### src/rtl/fp32_div_retire.sv
`default_nettype none
// ============================================================================
//  Module   : fp32_div_retire
//  Purpose  : Retire stage behind the combinational fp32 divider. Each divider
//             result (y + IEEE-754 exception bits) and its issue tag goes into
//             a small valid/ready FIFO. Results leave the FIFO in order. The
//             exception bits of every retired entry are OR-ed into a sticky
//             fflags register.
//  Revision : 1.0 - initial release
// ----------------------------------------------------------------------------
//  Parameters
//    TAG_W         width of the opaque tag carried with each result
//    DEPTH         FIFO entries (power of two, >= 2)
//  Ports
//    clk, rst_n    clock (rising edge), asynchronous active-low reset
//    in_valid/in_ready, in_tag, in_y, in_exc
//                  producer side handshake and payload
//                  (in_exc = {invalid, divzero, overflow, underflow, inexact})
//    out_valid/out_ready, out_tag, out_y, out_exc
//                  consumer side handshake and head-entry payload
//    flush         synchronous discard of all queued entries
//    fflags_wr, fflags_wdata, fflags_clr
//                  software write / clear of the sticky flag register
//    fflags        sticky accumulated exception flags
//    count         current FIFO occupancy
//  Configuration macro
//    FP32_DIV_RETIRE_CANON_NAN_EN
//                  when defined, any NaN result is stored as the canonical
//                  quiet NaN 32'h7FC00000. The exception bits are unchanged.
// ============================================================================
module fp32_div_retire #(
  parameter int TAG_W = 4,
  parameter int DEPTH = 2
) (
  input  logic                     clk,
  input  logic                     rst_n,
  // producer side
  input  logic                     in_valid,
  output logic                     in_ready,
  input  logic [TAG_W-1:0]         in_tag,
  input  logic [31:0]              in_y,
  input  logic [4:0]               in_exc,
  // consumer side
  output logic                     out_valid,
  input  logic                     out_ready,
  output logic [TAG_W-1:0]         out_tag,
  output logic [31:0]              out_y,
  output logic [4:0]               out_exc,
  // control
  input  logic                     flush,
  input  logic                     fflags_wr,
  input  logic [4:0]               fflags_wdata,
  input  logic                     fflags_clr,
  output logic [4:0]               fflags,
  output logic [$clog2(DEPTH):0]   count
);

  localparam int PTR_W = $clog2(DEPTH);
  localparam int CNT_W = PTR_W + 1;
  localparam logic [CNT_W-1:0] C_FULL  = CNT_W'(DEPTH);
  localparam logic [CNT_W-1:0] C_EMPTY = '0;
  localparam logic [31:0]      C_QNAN  = 32'h7FC0_0000;

  // --------------------------------------------------------------------------
  // Storage and state
  // --------------------------------------------------------------------------
  logic [31:0]      r_mem_y   [DEPTH];
  logic [TAG_W-1:0] r_mem_tag [DEPTH];
  logic [4:0]       r_mem_exc [DEPTH];

  logic [PTR_W-1:0] r_wr_ptr;
  logic [PTR_W-1:0] r_rd_ptr;
  logic [CNT_W-1:0] r_count;
  logic [4:0]       r_fflags;

  logic             w_push;
  logic             w_pop;
  logic [31:0]      w_store_y;
  logic [4:0]       w_fflags_base;
  logic [4:0]       w_fflags_next;

  // --------------------------------------------------------------------------
  // Handshake
  // --------------------------------------------------------------------------
  // Both flags come from the registered occupancy only, so there is no
  // combinational path from out_ready to in_ready. When full, a same-cycle pop
  // does not open the input.
  assign in_ready  = (r_count != C_FULL);
  assign out_valid = (r_count != C_EMPTY);

  // A push coinciding with flush is dropped: the entry must never be seen.
  assign w_push = in_valid && in_ready && !flush;
  // A pop during flush still retires normally, including its flags.
  assign w_pop  = out_valid && out_ready;

  // --------------------------------------------------------------------------
  // Optional NaN canonicalisation at push time
  // --------------------------------------------------------------------------
`ifdef FP32_DIV_RETIRE_CANON_NAN_EN
  always_comb begin
    w_store_y = in_y;
    if ((in_y[30:23] == 8'hFF) && (in_y[22:0] != 23'd0)) begin
      w_store_y = C_QNAN;
    end
  end
`else
  // Bit-exact storage; the canonical NaN constant is unused in this build.
  assign w_store_y = in_y;
  logic w_unused_qnan;
  assign w_unused_qnan = ^C_QNAN;
`endif

  // --------------------------------------------------------------------------
  // Head-entry outputs
  // --------------------------------------------------------------------------
  // The outputs read the storage at the registered read pointer. They only
  // move when the read pointer moves or the head slot is written. Neither
  // happens while the head is held (valid && !ready): a push never targets the
  // occupied head slot.
  assign out_tag = r_mem_tag[r_rd_ptr];
  assign out_y   = r_mem_y[r_rd_ptr];
  assign out_exc = r_mem_exc[r_rd_ptr];

  assign count   = r_count;
  assign fflags  = r_fflags;

  // --------------------------------------------------------------------------
  // Sticky flag next-state
  // --------------------------------------------------------------------------
  // A write has priority over a clear. The retiring entry's bits are OR-ed in
  // after either, so a retire in the same cycle as a write/clear is kept.
  always_comb begin
    w_fflags_base = r_fflags;
    if (fflags_wr) begin
      w_fflags_base = fflags_wdata;
    end else if (fflags_clr) begin
      w_fflags_base = 5'b0;
    end
    w_fflags_next = w_fflags_base | (w_pop ? out_exc : 5'b0);
  end

  // --------------------------------------------------------------------------
  // Sequential state
  // --------------------------------------------------------------------------
  always_ff @(posedge clk or negedge rst_n) begin
    if (!rst_n) begin
      for (int i = 0; i < DEPTH; i++) begin
        r_mem_y[i]   <= '0;
        r_mem_tag[i] <= '0;
        r_mem_exc[i] <= '0;
      end
      r_wr_ptr <= '0;
      r_rd_ptr <= '0;
      r_count  <= '0;
      r_fflags <= '0;
    end else begin
      if (w_push) begin
        r_mem_y[r_wr_ptr]   <= w_store_y;
        r_mem_tag[r_wr_ptr] <= in_tag;
        r_mem_exc[r_wr_ptr] <= in_exc;
      end

      if (flush) begin
        r_wr_ptr <= '0;
        r_rd_ptr <= '0;
        r_count  <= '0;
      end else begin
        // DEPTH is a power of two, so natural pointer overflow wraps
        // modulo DEPTH.
        if (w_push) begin
          r_wr_ptr <= r_wr_ptr + PTR_W'(1);
        end
        if (w_pop) begin
          r_rd_ptr <= r_rd_ptr + PTR_W'(1);
        end
        case ({w_push, w_pop})
          2'b10:   r_count <= r_count + CNT_W'(1);
          2'b01:   r_count <= r_count - CNT_W'(1);
          default: r_count <= r_count;
        endcase
      end

      r_fflags <= w_fflags_next;
    end
  end

endmodule
`default_nettype wire

### config.mk
export PLATFORM = sky130hd
export DESIGN_NAME = fp32_div_retire
export DESIGN_NICKNAME = d
export VERILOG_FILES = /design/src/rtl/fp32_div_retire.sv
export SDC_FILE = /design/constraint.sdc
export NUM_CORES = 1
export LEC_CHECK = 0
export BUFFER_PORTS_ARGS = -buffer_cell sky130_fd_sc_hd__buf_4
export CORE_MARGIN = 5
export CORE_UTILIZATION = 30
export CTS_CLUSTER_SIZE = 40
export DETAILED_ROUTE_END_ITERATION = 10
export MAX_ROUTING_LAYER = met4
export PLACE_DENSITY_LB_ADDON = 0.08
export SYNTH_ARGS = -nofsm -noshare
export SYNTH_HDL_FRONTEND = slang
export SYNTH_SLANG_ARGS = --single-unit
### constraint.sdc
create_clock -name clk -period 1.8 [get_ports clk]
set_clock_uncertainty 0.05 [all_clocks]
set_input_delay 0.09 -clock clk [delete_from_list [all_inputs] [get_ports clk]]
set_output_delay 0.09 -clock clk [all_outputs]
set_load 0.01 [all_outputs]
=== Word level (Yosys, flattened, before mapping) ===
Index checks and enable logic that the tools add are counted.

* $lt $le $gt $ge: 3
* $add $sub $neg: 4
* Bitwise operators: 3
* Reduce and logical (&&, ||, !) cells: 9
* Multiplexer cells: 27
* Eq/ne operators: 3

{| class="wikitable"
|+ Operator list
! operator !! count
|-
| 32-bit 2-to-1 mux || 4
|-
| 64-bit bitwise mux || 1
|-
| 5-bit 2-to-1 mux || 7
|-
| 32-bit demux with 1-bit select || 1
|-
| 4-bit 2-to-1 mux || 4
|-
| 10-bit bitwise mux || 1
|-
| 8-bit bitwise mux || 1
|-
| 2-bit nonzero test || 3
|-
| 5-bit demux with 1-bit select || 1
|-
| 5-bit bitwise OR || 1
|-
| 4-bit demux with 1-bit select || 1
|-
| 2-bit greater-or-equal comparator (second input constant) || 2
|-
| 1-bit logical AND || 4
|-
| 1-bit 2-to-1 mux || 4
|-
| 1-bit inverter with 2-bit output || 2
|-
| 2-bit case mux with 2 select lines || 1
|-
| 3-bit nonzero test || 1
|-
| 1-bit adder (second input constant) || 2
|-
| 2-bit by 1-bit adder with 2-bit output (second input constant) || 1
|-
| 2-bit by 1-bit == test with 1-bit output (second input constant) || 1
|-
| 2-bit == test (second input constant) || 1
|-
| 2-bit by 1-bit less-than comparator with 1-bit output (second input constant) || 1
|-
| 2-bit 2-to-1 mux || 1
|-
| 2-bit inequality test (second input constant) || 1
|-
| other kinds (2) || 2
|}

* Output and inout port bits: 50
* Input port bits: 53
* Register bits after elaboration: 91

=== Logic depth before layout (Yosys ltp) ===
* Depth after elaboration: 6
* Gate-level depth with buffers: 5
* Depth with buffers taken out: 4

=== Worst setup path after synthesis ===
OpenSTA, ideal clock, no wires.

* Path type: reg2reg
* Start point: register r_count[1] (netlist: count[1])
* End point: register r_mem_y[18] (netlist bit)
* Data required time: 1.625 ns
* Stages on the path, launching flop included: 6
* Path slack: 0.089 ns
* Path buffers: 1
* Data arrival time: 1.537 ns
* Path through: dfrtp_1 > nor2b_2 > inv_1 > nand4b_1 > buf_4 > mux2_2

* Longest elaborated chain between the ends: 3

{| class="wikitable"
|+ Ends and longest elaborated chain
! what !! RTL line !! RTL
|-
| from (decl) || 73 || <nowiki>logic [CNT_W-1:0] r_count;</nowiki>
|-
| from (signal assigned) || 177 || <nowiki>2'b10: r_count <= r_count + CNT_W'(1);</nowiki>
|-
| from (signal assigned) || 178 || <nowiki>2'b01: r_count <= r_count - CNT_W'(1);</nowiki>
|-
| from (signal assigned) || 179 || <nowiki>default: r_count <= r_count;</nowiki>
|-
| 2-bit inequality test || 88 || <nowiki>assign in_ready = (r_count != C_FULL);</nowiki>
|-
| net in_ready || 39 || <nowiki>output logic in_ready,</nowiki>
|-
| 1-bit logical AND (2 in a row) || 92 || <nowiki>assign w_push = in_valid && in_ready && !flush;</nowiki>
|-
| to (signal, indexed assignment) || 158 || <nowiki>r_mem_y[r_wr_ptr] <= w_store_y;</nowiki>
|-
| to (decl) || 67 || <nowiki>logic [31:0] r_mem_y [DEPTH];</nowiki>
|}

The timed path passes the listed nets, and every way through them passes these cells.
A chain may end at the register's enable or synchronous reset.

=== Final worst setup path ===
* Start point: register r_count[0] (netlist: count[0])
* End point: register r_mem_tag[0] (netlist bit)

* Longest elaborated chain between the ends: 3

{| class="wikitable"
|+ Ends and longest elaborated chain
! what !! RTL line !! RTL
|-
| 2-bit inequality test || 88 ||
|-
| 1-bit logical AND (2 in a row) || 92 ||
|-
| to (signal, indexed assignment) || 159 || <nowiki>r_mem_tag[r_wr_ptr] <= in_tag;</nowiki>
|-
| to (decl) || 68 || <nowiki>logic [TAG_W-1:0] r_mem_tag [DEPTH];</nowiki>
|}

Every way passes these cells.

==> flow_summary.json <==
{
  "globalRouteOverflowTotal": 0,
  "layout_commonest_cell": "sky130_fd_sc_hd__mux2_2",
  "worstHoldPathType": "in2reg",
  "clk_pin_slew_ns": 0.06,
  "hold-path-cell-count": 4,
  "antenna_violations_before_repair": 0,
  "ys_seq_elements": 91,
  "cellLeakagePower_nw": 2.591,
  "status": "finished clean",
  "yosysSeqAreaShare_pct": 57.07,
  "postSynth.asyncResetShare_pct": 100.0,
  "fin_util_pct": 44.54,
  "hold_slack_ns": 0.04107,
  "multi_input_comb_area_um2": 1618,
  "fin_setup_tns_ns": 0,
  "critical-path-slowest-cell": "sky130_fd_sc_hd__dfrtp_1",
  "place.detailed.instances": 541,
  "criticalPathCategory": "reg2reg",
  "layout-drive-gt1-share_pct": 57.74,
  "synth_edf_count": 0,
  "grt_start_max_net_pins": 45,
  "timing.critical_path.required_ns": 1.97,
  "antenna_cells": 0,
  "gpl.final_weighted_congestion": 0.7556,
  "cts_max_level": 3,
  "finalCritPeriodShare_pct": 93.47,
  "instances_no_fill": 609,
  "drc_errors": 0,
  "worstHoldEndpoint": "fflags[4]",
  "final_cell_mix": "118 x sky130_fd_sc_hd__mux2_2, 108 x sky130_fd_sc_hd__buf_4, 90 x sky130_fd_sc_hd__dfrtp_1, 52 x sky130_fd_sc_hd__dlygate4sd3_1, 9 x sky130_fd_sc_hd__clkbuf_16",
  "max-slew-margin-rel_pct": 72.60,
  "synth.avg_cell_area_um2": 14.94,
  "syn_area_um2": 3990,
  "die_wd_um": 125.3,
  "num_rows": 42,
  "worstReg2RegStart": "count[0]",
  "io-pin-count": 103,
  "die_h_um": 125.3,
  "power.density_cell_area_nw_per_um2": 1048,
  "peak_clock_frequency_supported_by_timing_mhz": 594.4,
  "irDropWorstVdd_mv": 0.4476,
  "period_minus_slack_ns": 1.682,
  "track_usage_pct": 12.72,
  "synth.lib_cells_used.distinct": 27,
  "finalHoldViolCount": 0,
  "setup_repair_after_global_routing_missed_its_margin": "false",
  "areaGrowthSynthToFinish_pct": 46.66,
  "detailedRoute.firstIterationViolations": 83,
  "timing.critical_path.slowest_cell_delay_ns": 0.38,
  "dr_total_vias": 2719,
  "dpl_worst_slack_ns": 0.1005,
  "num-nets-final": 483,
  "dieArea_um2": 15710,
  "timing.critical_path.arrival_ns": 1.86,
  "routed_wl_mm": 9.169,
  "final-max-slew-violation-count": 0,
  "start_kind": "flip-flop",
  "clk_sinks": 91,
  "clk_latency_ns": 0.34,
  "vias_per_cell": 4.465,
  "initial_utilization_pct": 30.37,
  "worst-slew-pin-transition_ns": 0.4111,
  "timing.final.ws_setup_ns": 0.1176,
  "first_global_vias": 3061,
  "port_buffers": 102,
  "numCtsBuffers": 9,
  "post_drt_wl_per_cell_um": 15.06,
  "sequential_cell_area_um2": 2281,
  "ff2ff_path_depth": 5,
  "prevailing_post_synth_register_cell": "sky130_fd_sc_hd__dfrtp_1",
  "drt-pass1-iter-count": 3,
  "overall_power_consumption_mw": 6.131,
  "timing.critical_path.to_type": "flip-flop",
  "worstPathCellList": "nor2b_2 > inv_1 > nand4b_1 > buf_12 > mux2_2",
  "tritoncts": "done",
  "cts.root.buffer_cell": "sky130_fd_sc_hd__clkbuf_16",
  "postRouteAntennaNets": 0,
  "worstReg2RegEnd": "r_mem_tag[0]",
  "postLayoutCellArea_um2": 5852,
  "synth-warning-count": 0,
  "cts-root-to-sink-buffers": 2,
  "hold_path.startpoint": "fflags_wdata[4]",
  "rrSetupSlack_ns": 0.12,
  "place_area_um2": 5047,
  "synthesis.instances": 267,
  "final-setup-viol-count": 0,
  "dpl.hpwl_mm": 6.184,
  "cp_max_fo": 22,
  "max_cap_violations": 0,
  "filler_instances": 1248,
  "synth_fp_nets": 320,
  "grt_first_pass_wirelength_mm": 15.46,
  "floorplan.core_area_um2": 13140
}
-- layer usage --
layer | share of wire (%) | GRT usage (%) | routed length (µm) | vias up
li1 | - | - | - | 1288
met1 | 45 | 15.77 | 4168 | 1349
met2 | 48 | 19.58 | 4362 | 69
met3 | 4.8 | 3.198 | 439 | 13
met4 | 2.2 | 5.931 | 198 | 0
met5 | 0 | - | 0 | -
-- worst max-delay path by stage --
stage / start / endpoint
after floorplan: count[1] / r_mem_y[18]
after global placement: count[0] / r_mem_y[15]
after detailed placement: count[0] / r_mem_y[4]
after CTS: count[0] / r_mem_y[4]
after global routing: count[0] / r_mem_tag[0]
final: count[0] / r_mem_tag[0]
-- report_power, final --
part	internal (mW)	leakage (nW)	switching [mW]	total [mW]
clock	0.961	0.123	0.731	1.69
sequential	2.53	1.09	0.217	2.74
combinational	1.07	1.38	0.626	1.70
-- area by class of cell --
type                            instances  share of cell area [%]
Tap cell                              176                   3.763
Sequential cell                        91                   38.98
Timing Repair Buffer                  167                   25.14
Multi-Input combinational cell        159                   27.65
Inverter                                2                  0.1283
Clock buffer                           14                   4.340
-- registers in the layout, summed over array words and instances (netlist names) --
register / flops
count: 2
r_mem_tag: 8
r_rd_ptr: 1
fflags: 5
r_mem_y: 64
r_mem_exc: 10
r_wr_ptr: 1
-- synth_stat cells, types with 2 or more instances --
master / count / area, µm²
sky130_fd_sc_hd__nor2_1: 2 / 7.510
sky130_fd_sc_hd__clkbuf_1: 6 / 22.52
sky130_fd_sc_hd__nand3_1: 4 / 20.02
sky130_fd_sc_hd__dfrtp_1: 91 / 2277
sky130_fd_sc_hd__o21ai_0: 3 / 15.01
sky130_fd_sc_hd__mux2_1: 5 / 56.30
sky130_fd_sc_hd__buf_4: 8 / 60.06
sky130_fd_sc_hd__a22oi_1: 4 / 30.03
sky130_fd_sc_hd__or2_2: 2 / 12.51
sky130_fd_sc_hd__a21oi_1: 4 / 20.02
sky130_fd_sc_hd__mux2_2: 118 / 1329
sky130_fd_sc_hd__nand2_1: 5 / 18.77
-- cell families (layout without fill, tap and decap cells) --
group,count (synthesis),after routing,synth area share (%)
multiplexers,124,124,34.96
XOR/XNOR,1,1,0.2195
flip-flops,91,91,57.07
buffers and inverters,17,183,2.383
AND/OR/NAND/NOR,20,20,3.136
AO/OA/AOI/OAI,14,14,2.227
-- worst max-delay path, delay by kind of cell, from the launching register on --
| kind | cells | cell delay [ns] |
|---|---|---|
| buffers and inverters | 2 | 0.32 |
| flip-flops | 1 | 0.38 |
| multiplexers | 1 | 0.35 |
| AND/OR/NAND/NOR | 2 | 0.45 |
-- what timing repair did --
item | in CTS | in global routing
hold buffers | 52 | 0
endpoints found under the hold margin | 117 | 0
setup buffers | 2 | 0
endpoints found under the setup margin | 31 | 0
gates resized for setup | 1 | 0
No activity file was read; power rests on OpenSTA's default activity.
